`config.mk`:
```
export PLATFORM = sky130hd
export DESIGN_NAME = exec_stage_flat
export DESIGN_NICKNAME = d
export VERILOG_FILES = /design/src/rtl/octa_pkg.sv /design/src/rtl/exec_stage_if.sv /design/src/rtl/exec_stage_mul_seq.sv /design/src/rtl/exec_stage.sv /design/src/flat_wrapper.sv
export SDC_FILE = /design/constraint.sdc
export NUM_CORES = 1
export LEC_CHECK = 0
export BUFFER_PORTS_ARGS = -buffer_cell sky130_fd_sc_hd__buf_2
export CORE_AREA = 2 2 80 82
export CTS_CLUSTER_DIAMETER = 200
export DETAILED_ROUTE_END_ITERATION = 8
export DIE_AREA = 0 0 82 84
export PLACE_DENSITY = 0.74
export SETUP_SLACK_MARGIN = 0.05
export SLEW_MARGIN = 20
export SYNTH_ARGS = -nofsm -noshare
export SYNTH_HDL_FRONTEND = slang
export SYNTH_SLANG_ARGS = --single-unit
export TNS_END_PERCENT = 10
```
`constraint.sdc`:
```
create_clock -name clk -period 2.73 [get_ports clk]
set_input_delay 0.546 -clock clk [delete_from_list [all_inputs] [get_ports clk]]
set_output_delay 0.546 -clock clk [all_outputs]
set_load 0.02 [all_outputs]
```
`src/rtl/octa_pkg.sv`:
```
// ----------------------------------------------------------------------------
// octa_pkg
// Shared definitions for the Octa16 8-bit datapath execute stage.
//   - DEF_WIDTH / DEF_AW : default data and register-address widths
//   - op_t               : 4-bit opcode encodings OP_NOP..OP_MUL
//   - FLAG_*             : bit positions of Z/N/C inside the flag register
//   - make_flags()       : packs Z/N/C into the flag-register layout
// ----------------------------------------------------------------------------
package octa_pkg;

  localparam int DEF_WIDTH = 8;
  localparam int DEF_AW    = 3;

  localparam int FLAG_Z = 0;
  localparam int FLAG_N = 1;
  localparam int FLAG_C = 2;
  localparam int NFLAGS = 3;

  typedef enum logic [3:0] {
    OP_NOP = 4'h0,
    OP_ADD = 4'h1,
    OP_ADC = 4'h2,
    OP_SUB = 4'h3,
    OP_SBB = 4'h4,
    OP_AND = 4'h5,
    OP_OR  = 4'h6,
    OP_XOR = 4'h7,
    OP_NOT = 4'h8,
    OP_SHL = 4'h9,
    OP_SHR = 4'hA,
    OP_INC = 4'hB,
    OP_DEC = 4'hC,
    OP_MOV = 4'hD,
    OP_CMP = 4'hE,
    OP_MUL = 4'hF
  } op_t;

  // Pack individual flag values into the flag-register bit layout.
  function automatic logic [NFLAGS-1:0] make_flags(input logic z, input logic n, input logic c);
    logic [NFLAGS-1:0] f;
    f         = '0;
    f[FLAG_Z] = z;
    f[FLAG_N] = n;
    f[FLAG_C] = c;
    return f;
  endfunction

endpackage

```
`src/rtl/exec_stage_if.sv`:
```
// ----------------------------------------------------------------------------
// exec_stage_if
// Bundle between the decode/register-file side and the execute stage.
//   master (upstream) drives : valid_in, op, rd_in, a, b
//   slave  (exec_stage) drives: busy, wr_en, rd, din, flag_z, flag_n, flag_c
// ----------------------------------------------------------------------------
interface exec_stage_if #(
  parameter int WIDTH = 8,
  parameter int AW    = 3
) ();

  logic             valid_in;
  logic [3:0]       op;
  logic [AW-1:0]    rd_in;
  logic [WIDTH-1:0] a;
  logic [WIDTH-1:0] b;
  logic             busy;
  logic             wr_en;
  logic [AW-1:0]    rd;
  logic [WIDTH-1:0] din;
  logic             flag_z;
  logic             flag_n;
  logic             flag_c;

  modport master (
    output valid_in, op, rd_in, a, b,
    input  busy, wr_en, rd, din, flag_z, flag_n, flag_c
  );

  modport slave (
    input  valid_in, op, rd_in, a, b,
    output busy, wr_en, rd, din, flag_z, flag_n, flag_c
  );

endinterface

```
`src/rtl/exec_stage_mul_seq.sv`:
```
// ----------------------------------------------------------------------------
// mul_seq
// Sequential shift-add multiplier, one multiplier bit per clock.
//   clk, rst_n : clock, asynchronous active-low reset
//   start      : load operands; bit 0 is consumed on the start edge itself
//   a, b       : multiplicand, multiplier
//   done       : one-cycle pulse, high after the edge that retires bit WIDTH-1
//   prod       : 2*WIDTH-bit product, valid while done is high
// With WIDTH=8 and start at edge T, done/prod are valid after edge T+7.
// ----------------------------------------------------------------------------
module mul_seq #(
  parameter int WIDTH = 8
) (
  input  logic               clk,
  input  logic               rst_n,
  input  logic               start,
  input  logic [WIDTH-1:0]   a,
  input  logic [WIDTH-1:0]   b,
  output logic               done,
  output logic [2*WIDTH-1:0] prod
);

  localparam int CW = $clog2(WIDTH) + 1;

  logic [2*WIDTH-1:0] r_acc;
  logic [2*WIDTH-1:0] r_mcand;
  logic [WIDTH-1:0]   r_mplier;
  logic [CW-1:0]      r_it;
  logic               r_run;
  logic               r_done;

  // Operand load and per-cycle shift-add iteration.
  always_ff @(posedge clk or negedge rst_n) begin
    if (!rst_n) begin
      r_acc    <= '0;
      r_mcand  <= '0;
      r_mplier <= '0;
      r_it     <= '0;
      r_run    <= 1'b0;
      r_done   <= 1'b0;
    end else begin
      r_done <= 1'b0;
      if (start) begin
        // Retire multiplier bit 0 immediately so the last bit lands one edge earlier.
        r_acc    <= b[0] ? {{WIDTH{1'b0}}, a} : '0;
        r_mcand  <= {{(WIDTH-1){1'b0}}, a, 1'b0};
        r_mplier <= {1'b0, b[WIDTH-1:1]};
        r_it     <= CW'(1);
        r_run    <= 1'b1;
      end else if (r_run) begin
        if (r_mplier[0]) begin
          r_acc <= r_acc + r_mcand;
        end else begin
          r_acc <= r_acc;
        end
        r_mcand  <= {r_mcand[2*WIDTH-2:0], 1'b0};
        r_mplier <= {1'b0, r_mplier[WIDTH-1:1]};
        r_it     <= r_it + CW'(1);
        if (r_it == CW'(WIDTH-1)) begin
          r_run  <= 1'b0;
          r_done <= 1'b1;
        end else begin
          r_run  <= 1'b1;
        end
      end else begin
        r_run <= 1'b0;
      end
    end
  end

  assign done = r_done;
  assign prod = r_acc;

endmodule

```
`src/rtl/exec_stage.sv`:
```
// ----------------------------------------------------------------------------
// exec_stage
// Execute stage of the Octa16 datapath: combinational 16-op ALU, Z/N/C flag
// register and registered register-file write port.
//   clk, rst_n : clock shared with reg_ff, asynchronous active-low reset
//   io (slave) : valid_in/op/rd_in/a/b in; busy/wr_en/rd/din/flag_* out
// Build option: EXEC_MUL_EN enables opcode F (MUL) through the mul_seq
// multiplier and an IDLE/MUL FSM; without it opcode F acts as NOP and busy=0.
// ----------------------------------------------------------------------------
module exec_stage
  import octa_pkg::*;
#(
  parameter int WIDTH = DEF_WIDTH,
  parameter int AW    = DEF_AW
) (
  input logic        clk,
  input logic        rst_n,
  exec_stage_if.slave io
);

  op_t              w_op;
  logic             w_accept;
  logic [WIDTH:0]   w_ext;
  logic             w_arith;
  logic [WIDTH-1:0] w_res;
  logic             w_c;
  logic             w_wr;
  logic             w_upd;
  logic [WIDTH:0]   w_cin;
  logic [WIDTH:0]   w_one;

  logic              r_wr_en;
  logic [AW-1:0]     r_rd;
  logic [WIDTH-1:0]  r_din;
  logic [NFLAGS-1:0] r_flags;

  assign w_op  = op_t'(io.op);
  assign w_cin = {{WIDTH{1'b0}}, r_flags[FLAG_C]};
  assign w_one = {{WIDTH{1'b0}}, 1'b1};

`ifdef EXEC_MUL_EN
  typedef enum logic [0:0] {ST_IDLE = 1'b0, ST_MUL = 1'b1} state_t;

  state_t             r_state;
  logic [2:0]         r_cnt;
  logic               r_busy;
  logic [AW-1:0]      r_mul_rd;
  logic               w_is_mul;
  logic               w_mul_done;
  logic [2*WIDTH-1:0] w_prod;

  assign w_accept = io.valid_in && !r_busy;
  assign w_is_mul = (w_op == OP_MUL);
  assign io.busy  = r_busy;

  mul_seq #(.WIDTH(WIDTH)) u_mul_seq (
    .clk   (clk),
    .rst_n (rst_n),
    .start (w_accept && w_is_mul),
    .a     (io.a),
    .b     (io.b),
    .done  (w_mul_done),
    .prod  (w_prod)
  );
`else
  assign w_accept = io.valid_in;
  assign io.busy  = 1'b0;
`endif

  // Single-cycle ALU: result, carry/borrow, and whether to write / update flags.
  always_comb begin
    w_ext   = '0;
    w_arith = 1'b0;
    w_res   = '0;
    w_c     = 1'b0;
    w_wr    = 1'b1;
    w_upd   = 1'b1;
    case (w_op)
      OP_NOP: begin w_wr = 1'b0; w_upd = 1'b0; end
      OP_ADD: begin w_arith = 1'b1; w_ext = {1'b0, io.a} + {1'b0, io.b}; end
      OP_ADC: begin w_arith = 1'b1; w_ext = {1'b0, io.a} + {1'b0, io.b} + w_cin; end
      OP_SUB: begin w_arith = 1'b1; w_ext = {1'b0, io.a} - {1'b0, io.b}; end
      OP_SBB: begin w_arith = 1'b1; w_ext = {1'b0, io.a} - {1'b0, io.b} - w_cin; end
      OP_AND: begin w_res = io.a & io.b; end
      OP_OR:  begin w_res = io.a | io.b; end
      OP_XOR: begin w_res = io.a ^ io.b; end
      OP_NOT: begin w_res = ~io.a; end
      OP_SHL: begin w_res = {io.a[WIDTH-2:0], 1'b0}; w_c = io.a[WIDTH-1]; end
      OP_SHR: begin w_res = {1'b0, io.a[WIDTH-1:1]}; w_c = io.a[0]; end
      OP_INC: begin w_arith = 1'b1; w_ext = {1'b0, io.a} + w_one; end
      OP_DEC: begin w_arith = 1'b1; w_ext = {1'b0, io.a} - w_one; end
      OP_MOV: begin w_res = io.b; end
      OP_CMP: begin w_arith = 1'b1; w_ext = {1'b0, io.a} - {1'b0, io.b}; w_wr = 1'b0; end
      // MUL never completes here: the FSM handles it, or it degrades to NOP.
      OP_MUL: begin w_wr = 1'b0; w_upd = 1'b0; end
      default: begin w_wr = 1'b0; w_upd = 1'b0; end
    endcase
    // The extra top bit of a WIDTH+1 subtraction is the borrow, of an addition the carry.
    if (w_arith) begin
      w_res = w_ext[WIDTH-1:0];
      w_c   = w_ext[WIDTH];
    end else begin
      w_ext = w_ext;
    end
  end

  // Multiply FSM plus write-port and flag registers.
  always_ff @(posedge clk or negedge rst_n) begin
    if (!rst_n) begin
      r_wr_en <= 1'b0;
      r_rd    <= '0;
      r_din   <= '0;
      r_flags <= '0;
`ifdef EXEC_MUL_EN
      r_state  <= ST_IDLE;
      r_cnt    <= 3'd0;
      r_busy   <= 1'b0;
      r_mul_rd <= '0;
`endif
    end else begin
      r_wr_en <= 1'b0;
`ifdef EXEC_MUL_EN
      if (r_state == ST_MUL) begin
        if (r_cnt == 3'd7) begin
          // mul_seq retires its last bit one edge earlier, so prod is settled here.
          r_state <= ST_IDLE;
          r_cnt   <= 3'd0;
          r_busy  <= 1'b0;
          r_wr_en <= w_mul_done;
          r_rd    <= r_mul_rd;
          r_din   <= w_prod[WIDTH-1:0];
          r_flags <= make_flags(w_prod[WIDTH-1:0] == '0, w_prod[WIDTH-1],
                                |w_prod[2*WIDTH-1:WIDTH]);
        end else begin
          r_cnt <= r_cnt + 3'd1;
        end
      end else if (w_accept && w_is_mul) begin
        r_state  <= ST_MUL;
        r_cnt    <= 3'd0;
        r_busy   <= 1'b1;
        r_mul_rd <= io.rd_in;
      end else
`endif
      if (w_accept) begin
        if (w_wr) begin
          r_wr_en <= 1'b1;
          r_rd    <= io.rd_in;
          r_din   <= w_res;
        end else begin
          r_wr_en <= 1'b0;
        end
        if (w_upd) begin
          r_flags <= make_flags(w_res == '0, w_res[WIDTH-1], w_c);
        end else begin
          r_flags <= r_flags;
        end
      end else begin
        r_wr_en <= 1'b0;
      end
    end
  end

  assign io.wr_en  = r_wr_en;
  assign io.rd     = r_rd;
  assign io.din    = r_din;
  assign io.flag_z = r_flags[FLAG_Z];
  assign io.flag_n = r_flags[FLAG_N];
  assign io.flag_c = r_flags[FLAG_C];

endmodule

```
`src/flat_wrapper.sv`:
```
// flat-port wrapper written by rule: the top's interface ports become plain ports
module exec_stage_flat import octa_pkg::*;
#(
  parameter int WIDTH = DEF_WIDTH,
  parameter int AW    = DEF_AW
)
  (clk, rst_n, io_valid_in, io_op, io_rd_in, io_a, io_b, io_busy, io_wr_en, io_rd, io_din, io_flag_z, io_flag_n, io_flag_c);
  exec_stage_if #(.WIDTH(WIDTH), .AW(AW)) io_i ();
  input logic clk;
  input logic rst_n;
  input wire logic [$bits(io_i.valid_in)-1:0] io_valid_in;
  input wire logic [$bits(io_i.op)-1:0] io_op;
  input wire logic [$bits(io_i.rd_in)-1:0] io_rd_in;
  input wire logic [$bits(io_i.a)-1:0] io_a;
  input wire logic [$bits(io_i.b)-1:0] io_b;
  output wire logic [$bits(io_i.busy)-1:0] io_busy;
  output wire logic [$bits(io_i.wr_en)-1:0] io_wr_en;
  output wire logic [$bits(io_i.rd)-1:0] io_rd;
  output wire logic [$bits(io_i.din)-1:0] io_din;
  output wire logic [$bits(io_i.flag_z)-1:0] io_flag_z;
  output wire logic [$bits(io_i.flag_n)-1:0] io_flag_n;
  output wire logic [$bits(io_i.flag_c)-1:0] io_flag_c;
  assign io_i.valid_in = io_valid_in;
  assign io_i.op = io_op;
  assign io_i.rd_in = io_rd_in;
  assign io_i.a = io_a;
  assign io_i.b = io_b;
  assign io_busy = io_i.busy;
  assign io_wr_en = io_i.wr_en;
  assign io_rd = io_i.rd;
  assign io_din = io_i.din;
  assign io_flag_z = io_i.flag_z;
  assign io_flag_n = io_i.flag_n;
  assign io_flag_c = io_i.flag_c;
  exec_stage #(.WIDTH(WIDTH), .AW(AW)) u_core (.clk(clk), .rst_n(rst_n), .io(io_i));
endmodule
```
==> impl_metrics.sql, run 1 <==
INSERT INTO impl_metrics (metric_group, metric, value, unit) VALUES
('clock_tree', 'cts.reportedPaths.clkPinSlew', '0.06', 'ns'),
('power', 'p_total', '1.60', 'mW'),
('cells_and_area', 'final_layout_size_suffix_gt1_share', '45.9', '%'),
('power', 'ir_worst_vdd', '0.000491', 'V'),
('clock_tree', 'cts_hold_repair.buffers', '0', ''),
('grt', 'grt_pass1_vias', '3574', ''),
('clock_tree', 'insertion_delay', '0.25', 'ns'),
('timing', 'setup_ws', '-0.397', 'ns'),
('floorplan', 'row_count', '29', ''),
('setup_path', 'critical_path_peak_fanout', '5', ''),
('logic_synthesis', 'synth.ff_latch_count', '15', ''),
('cells_and_area', 'syn_to_final_growth', '47.6', '%'),
('job', 'maxCapViolations', '0', ''),
('power', 'cellPowerDensity', '340', 'nW/um^2'),
('timing', 'rsz0062_at_grt', 'yes', ''),
('routing', 'route.detailed.drc', '0', ''),
('power', 'netSwitchingPower', '699', 'uW'),
('floorplan', 'chipHeight', '84', 'microns'),
('routing', 'via_count', '3775', ''),
('timing', 'tightest_slew', '0.728', 'ns'),
('logic_synthesis', 'ys.warnings.count', '0', ''),
('power', 'clkPwrFrac', '11.5', '%'),
('floorplan', 'dieWidth', '82', 'microns'),
('clock_tree', 'cts_tree', 'done', ''),
('setup_path', 'critical_path.slowest_cell', 'sky130_fd_sc_hd__a2111oi_1', ''),
('timing', 'hold_violations', '0', ''),
('clock_tree', 'clock_tree.root_cell', 'sky130_fd_sc_hd__clkbuf_8', ''),
('floorplan', 'initial_core_util', '52.3', '%'),
('timing', 'timing.max_slew.rel_slack', '51.1', '%'),
('clock_tree', 'clock_path_buffers', '2', ''),
('logic_synthesis', 'instance_count_of_the_mapped_netlist', '394', ''),
('power', 'p_sw_share', '43.7', '%'),
('power', 'power.internal', '902', 'uW'),
('routing', 'detail-route-antenna-nets', '0', ''),
('placement', 'port_buffers', '40', ''),
('cells_and_area', 'layout.filler_cells', '447', ''),
('outcome', 'run_status', 'complete, but fails checks', ''),
('routing', 'totalWireLength', '11900', 'microns'),
('timing', 'fmaxAchievable', '0.320', 'GHz'),
('cells_and_area', 'fin_nets', '612', ''),
('cells_and_area', 'post_layout_nonfiller_instances', '624', ''),
('routing', 'first_pass_iters', '6', ''),
('floorplan', 'io_pins', '42', ''),
('power', 'power.share.combinational', '70.2', '%'),
('grt', 'grt.overflow.total', '0', ''),
('setup_path', 'cp_data_arrival_time', '3.28', 'ns'),
('timing', 'slew_violations', '0', ''),
('grt', 'grt_antenna_before_repair', '0', ''),
('setup_path', 'worstPathCellList', 'buf_8 -> inv_4 -> ha_4 -> fa_2 -> buf_4 -> xor2_2 -> a2111oi_1 -> o211ai_1 -> nor3_2 -> xor2_1 -> nor2_1 -> a211o_2 -> o41ai_2', ''),
('grt', 'grtUsageTotal', '34.4', '%'),
('setup_path', 'crit_path_start_kind', 'input pin', ''),
('setup_path', 'worst-setup-path-type', 'input pin to flop', ''),
('logic_synthesis', 'synth_flop_cell', 'sky130_fd_sc_hd__dfrtp_1', ''),
('cells_and_area', 'final_core_util', '77.2', '%'),
('outcome', 'violated_checks', 'negative setup slack', ''),
('placement', 'gp_routability_congestion', '0.980', ''),
('logic_synthesis', 'netlist-cell-type-count', '81', ''),
('timing', 'min_period', '3.13', 'ns'),
('logic_synthesis', 'asyncSetResetFlopFracSynth', '100', '%'),
('setup_path', 'timing.critical_path.slowest_cell_delay', '0.37', 'ns'),
('worst_hold_path', 'worst_hold_path_type', 'input pin to asynchronous set/reset pin', ''),
('grt', 'grt_start_max_net_pins', '42', ''),
('timing', 'timing.final.setup_violations', '7', ''),
('timing', 'post-route-period-util', '115', '%'),
('routing', 'drt-vias-per-instance', '6.05', ''),
('grt', 'grt_pass1_wl', '18100', 'microns'),
('cells_and_area', 'antennaDiodeCount', '0', ''),
('logic_synthesis', 'synth.avg_cell_area', '8.09', 'sq um'),
('routing', 'wl_per_cell', '19.1', 'microns'),
('logic_synthesis', 'synth_enable_flop_cells', '0', ''),
('placement', 'dp_cells', '615', '');
## cell usage after synthesis (7+ instances only)
cell type | instances | share of area (%)
sky130_fd_sc_hd__nor3_1 | 10 | 1.6
sky130_fd_sc_hd__xnor2_1 | 19 | 5.2
sky130_fd_sc_hd__inv_1 | 28 | 3.3
sky130_fd_sc_hd__a211oi_1 | 7 | 1.6
sky130_fd_sc_hd__o21ai_0 | 11 | 1.7
sky130_fd_sc_hd__nand3_1 | 11 | 1.7
sky130_fd_sc_hd__nor2_1 | 20 | 2.4
sky130_fd_sc_hd__nand2_1 | 32 | 3.8
sky130_fd_sc_hd__mux2_2 | 12 | 4.2
sky130_fd_sc_hd__ha_1 | 35 | 14
sky130_fd_sc_hd__a21oi_1 | 20 | 3.1
sky130_fd_sc_hd__buf_6 | 7 | 2.5
sky130_fd_sc_hd__dfrtp_1 | 15 | 12
## flip-flops by register name, indices dropped and copies added, names as in the netlist
name	flops
u_core.io.din	8
u_core.io.rd	3
u_core.io.wr_en	1
u_core.r_flags	3
## worst paths after layout
| check | from | cells past startpoint | end | slack, ns |
|---|---|---|---|---|
| max | io_a[0] | 13 | u_core.r_flags[0]$_DFFE_PN0P_ | -0.40 |
| min | rst_n | 1 | u_core.r_flags[0]$_DFFE_PN0P_ | 0.19 |
| max reg2reg | u_core.r_flags[2]$_DFFE_PN0P_ | 9 | u_core.r_flags[0]$_DFFE_PN0P_ | 0.12 |
| min reg2reg | u_core.r_flags[0]$_DFFE_PN0P_ | 2 | u_core.r_flags[0]$_DFFE_PN0P_ | 0.49 |
| max in group asynchronous | rst_n | 1 | u_core.io.wr_en$_DFF_PN0_ | 2.30 |
| min in group clk | u_core.r_flags[0]$_DFFE_PN0P_ | 2 | u_core.r_flags[0]$_DFFE_PN0P_ | 0.49 |
## kinds of logic (layout without fill, tap and decap cells)
group           after synthesis  in the layout  synth area share, %
fa+ha+maj                    38             38                 15.6
buf+inv                      51            204                 8.52
simple gates                124            124                 21.5
other cells                   1              1                0.118
flops                        15             15                 11.8
compound gates              121            121                 28.6
xor+xnor                     26             26                 7.38
mux                          18             18                 6.52
## cell usage in the layout (no fill, tap or decap), drive strengths merged, types with 3 or more instances in the layout
cell,count
a2111oi,5
a211o,7
a211oi,9
a21o,5
a21oi,22
a221oi,4
a22o,3
a22oi,3
a31oi,6
and3,3
buf,170
clkbuf,4
dfrtp,15
fa,3
ha,35
inv,29
mux2,12
mux2i,5
nand2,32
nand2b,4
nand3,11
nand3b,5
nand4,5
nor2,20
nor2b,7
nor3,12
nor3b,4
o211ai,6
o21ai,12
o21bai,5
o221ai,3
o22ai,6
o31ai,4
o32ai,3
or2,6
xnor2,20
xor2,6
## power by group through the flow
stage               logic (mW)  clock network [mW]  registers [mW]
floorplan                0.495                   0           0.343
global placement         0.953                   0           0.290
detailed placement       0.971                   0           0.292
CTS                       1.02               0.185           0.290
global route              1.20               0.196           0.297
finish                    1.12               0.185           0.292
## stage by stage
| step | area [sq um] | hold slack [ns] | TNS [ns] | setup slack [ns] |
|---|---|---|---|---|
| 4_1_cts | 4470 | 0.192 | -1.16 | -0.270 |
| 6_report | 4700 | 0.186 | -1.73 | -0.397 |
| 5_1_grt | 4700 | 0.203 | -2.22 | -0.486 |
| 3_5_place_dp | 4270 | 0.465 | -5.00 | -0.664 |
| 2_1_floorplan | 3190 | 0.250 | -1.70 | -0.377 |
| 3_3_place_gp | 4270 | 0.454 | -4.42 | -0.598 |
## routing by layer
layer / global-route usage [%] / part of all wire [%]
met1: 46.6 / 41
met2: 55.4 / 47
met3: 3.57 / 7.2
met4: 12.7 / 4.9
met5: 0 / 0
## worst max-delay path, delay by kind of cell
family          cells  cell delay (ns)
xor+xnor            2             0.40
compound gates      4             1.21
simple gates        2             0.30
fa+ha+maj           2             0.51
buf+inv             3             0.31
## timing repair
action	in CTS	in global routing
endpoints found under the setup margin	10	10
resized for setup	31	38
setup buffers	2	3
pin swaps	16	15
## final cells by class
class / instances / area share, %
inverter: 29 / 2.37
tap: 77 / 2.05
clock inverter: 1 / 0.106
clock buffer: 3 / 0.878
sequential: 15 / 7.98
multi-input combinational: 328 / 61.0
timing repair buffer: 171 / 25.6
No activity file was read; power rests on OpenSTA's default activity.
==> run 2: changes to the inputs <==
--- a/config.mk
+++ b/config.mk
@@ -10,6 +10,7 @@
 export CTS_CLUSTER_DIAMETER = 200
 export DETAILED_ROUTE_END_ITERATION = 8
 export DIE_AREA = 0 0 82 84
+export GPL_TIMING_DRIVEN = 0
 export PLACE_DENSITY = 0.74
 export SETUP_SLACK_MARGIN = 0.05
 export SLEW_MARGIN = 20
==> run 2 against run 1 <==
  * The flow still finishes with violations (negative setup slack)
  * Core utilization shrank 14 points
  * Largest power group unchanged
  * Clock skew rose by 0.0047 ns
  * Critical path depth decreased by 1
  * Sequential share of layout area grew 1.7 points
  * Register-to-register slack barely moved
  * Flip-flop and latch count stayed put
  * Largest cell class unchanged
  * Cell count fell by 16%
  * Combinational power down 18%
==> impl_metrics.sql, run 2 (synthesized netlist as in run 1, its figures left out) <==
INSERT INTO impl_metrics (metric_group, metric, value, unit) VALUES
('outcome', 'run_status', 'complete, but fails checks', ''),
('outcome', 'violated_checks', 'negative setup slack', ''),
('placement', 'detailedPlacementHpwl', '8420', 'microns'),
('cells_and_area', 'largest_register_ffs', '8', ''),
('cells_and_area', 'layout_commonest_cell', 'sky130_fd_sc_hd__buf_2', ''),
('placement', 'post_dp_cell_area', '3490', 'sq um'),
('timing', 'fmaxAchievable', '0.317', 'GHz'),
('routing', 'first_pass_iters', '5', ''),
('timing', 'timing.final.setup_violations', '7', ''),
('power', 'cellPowerDensity', '357', 'nW/um^2'),
('cells_and_area', 'syn_to_final_growth', '21.3', '%'),
('grt', 'globalRouteMet2Util', '51.8', '%'),
('grt', 'grtUsageTotal', '32.6', '%'),
('grt', 'grt_pass1_wl', '17200', 'microns'),
('setup_path', 'crit_path_start_kind', 'input pin', ''),
('timing', 'min_period', '3.15', 'ns'),
('setup_path', 'cpLargestDelayFamily', 'compound AO/OA/AOI/OAI gates', ''),
('timing', 'hold_violations', '0', ''),
('timing', 'post-route-period-util', '115', '%'),
('cells_and_area', 'stdcell_area', '3870', 'sq um'),
('grt', 'grt_pass1_vias', '3389', ''),
('timing', 'final.setup_skew', '0.00682', 'ns'),
('setup_path', 'worst_setup_ep_type', 'flop', ''),
('power', 'ir_worst_vdd', '0.000300', 'V'),
('timing', 'tightest_slew', '1.00', 'ns'),
('setup_path', 'critical_path_peak_fanout', '8', ''),
('timing', 'rsz0062_at_grt', 'yes', ''),
('cells_and_area', 'antennaDiodeCount', '0', ''),
('clock_tree', 'clock_path_buffers', '2', ''),
('grt', 'grt.overflow.total', '0', ''),
('grt', 'busiest_layer', 'met2', ''),
('setup_path', 'critical_path.slowest_cell', 'sky130_fd_sc_hd__fa_2', ''),
('routing', 'detail-route-antenna-nets', '0', ''),
('clock_tree', 'cts.sinks', '15', ''),
('grt', 'grt_use_met3', '5.41', '%'),
('floorplan', 'chipHeight', '84', 'microns'),
('cells_and_area', 'final_core_util', '63.4', '%'),
('power', 'p_total', '1.38', 'mW'),
('routing', 'via_count', '3465', ''),
('setup_path', 'required', '2.88', 'ns'),
('floorplan', 'row_count', '29', ''),
('setup_path', 'worst-setup-path-type', 'input pin to flop', ''),
('timing', 'final_tns_setup', '-2.28', 'ns'),
('floorplan', 'die_outline_area', '6890', 'sq um'),
('placement', 'gp_routability_congestion', '0.952', ''),
('routing', 'drt-vias-per-instance', '6.59', ''),
('routing', 'drt-initial-drc-count', '399', ''),
('clock_tree', 'cts_hold_repair.buffers', '0', ''),
('clock_tree', 'inserted_clock_buffers', '3', ''),
('cells_and_area', 'final_cell_mix', '40 x sky130_fd_sc_hd__buf_2, 31 x sky130_fd_sc_hd__nand2_1, 31 x sky130_fd_sc_hd__ha_1', ''),
('clock_tree', 'cts.reportedPaths.clkPinSlew', '0.06', 'ns'),
('grt', 'grt_start_max_net_pins', '16', ''),
('grt', 'grt_antenna_before_repair', '0', ''),
('cells_and_area', 'fin_nets', '514', ''),
('cells_and_area', 'final_layout_size_suffix_gt1_share', '29.2', '%'),
('timing', 'setup_ws', '-0.422', 'ns'),
('placement', 'port_buffers', '40', ''),
('routing', 'totalWireLength', '11100', 'microns'),
('clock_tree', 'clock_tree.root_cell', 'sky130_fd_sc_hd__clkbuf_8', ''),
('setup_path', 'timing.critical_path.slowest_cell_delay', '0.43', 'ns'),
('grt', 'global_routing_met1_resource_utilization', '42.4', '%'),
('job', 'maxCapViolations', '0', ''),
('routing', 'route.detailed.drc', '0', ''),
('floorplan', 'io_pins', '42', ''),
('clock_tree', 'insertion_delay', '0.25', 'ns'),
('power', 'leakage', '1.67', 'nW'),
('setup_path', 'worstPathCellList', 'buf_4 -> inv_1 -> fa_2 -> or2_4 -> a211o_1 -> a211oi_4 -> buf_4 -> nor3_2 -> xor2_1 -> nor2_1 -> a211o_2 -> o41ai_2', ''),
('timing', 'timing.max_slew.rel_slack', '32.7', '%'),
('worst_hold_path', 'worst_hold_path_type', 'input pin to asynchronous set/reset pin', ''),
('floorplan', 'dieWidth', '82', 'microns'),
('timing', 'slew_violations', '0', ''),
('setup_path', 'path_common_cell', 'sky130_fd_sc_hd__buf_4', ''),
('floorplan', 'initial_core_util', '52.3', '%'),
('routing', 'wl_per_cell', '21.1', 'microns'),
('clock_tree', 'cts_tree', 'done', ''),
('setup_path', 'worst-path-buf-inv', '3', ''),
('floorplan', 'area_inside_the_core_boundary', '6100', 'sq um'),
('setup_path', 'cp_data_arrival_time', '3.30', 'ns'),
('clock_tree', 'clock_tree.htree_level_count', '1', '');
==> run 2: cell count changes in the layout (fill, tap and decap cells not counted), sizes merged <==
cell / delta
buf: -105
clkbuf: +7
==> run 2: repair_timing <==
action / 4_1_cts / 5_1_grt
pin swaps: 19 / 9
setup buffers: 11 / 0
setup endpoints to repair: 10 / 12
resized for setup: 38 / 15
==> run 2: layer usage <==
layer	share of wire (%)	vias to the layer above	routed length, microns
li1	-	1584	-
met1	40	1603	4440
met2	47	228	5210
met3	8.3	50	918
met4	4.7	0	521
met5	0	-	0
==> run 2: final cells by class <==
cell class              count  area (sq um)
clock inverters             1          5.00
repair buffers             51           307
clock buffers               3          41.3
plain buffers              22           166
fillers                   531          2230
inverters                  29           114
multi-input cells         328          2760
well taps                  77          96.3
flip-flops and latches     15           375
==> run 2: worst paths after layout <==
kind	startpoint	end	depth (start not counted)	slack (ns)
setup / recovery	io_a[1]	u_core.r_flags[0]$_DFFE_PN0P_	12	-0.42
hold / removal	rst_n	u_core.io.din[7]$_DFFE_PN0P_	1	0.19
setup reg to reg	u_core.r_flags[2]$_DFFE_PN0P_	u_core.r_flags[0]$_DFFE_PN0P_	10	0.12
hold reg to reg	u_core.r_flags[0]$_DFFE_PN0P_	u_core.r_flags[0]$_DFFE_PN0P_	2	0.49
max in group asynchronous	rst_n	u_core.r_flags[2]$_DFFE_PN0P_	1	2.29
min in group clk	u_core.r_flags[0]$_DFFE_PN0P_	u_core.r_flags[0]$_DFFE_PN0P_	2	0.49
==> run 2: metrics by stage <==
step	worst slack (ns)	hold slack (ns)	cells
2_1_floorplan	-0.377	0.250	394
3_3_place_gp	-1.01	0.457	511
3_5_place_dp	-1.03	0.465	511
4_1_cts	-0.439	0.201	526
5_1_grt	-0.502	0.218	526
6_report	-0.422	0.190	526
==> run 2: report_power, final <==
| group | switching, mW | total [mW] | internal (mW) |
|---|---|---|---|
| clock network | 0.0771 | 0.178 | 0.101 |
| logic | 0.544 | 0.915 | 0.371 |
| registers | 0.0225 | 0.287 | 0.264 |
| total | 0.644 | 1.38 | 0.737 |
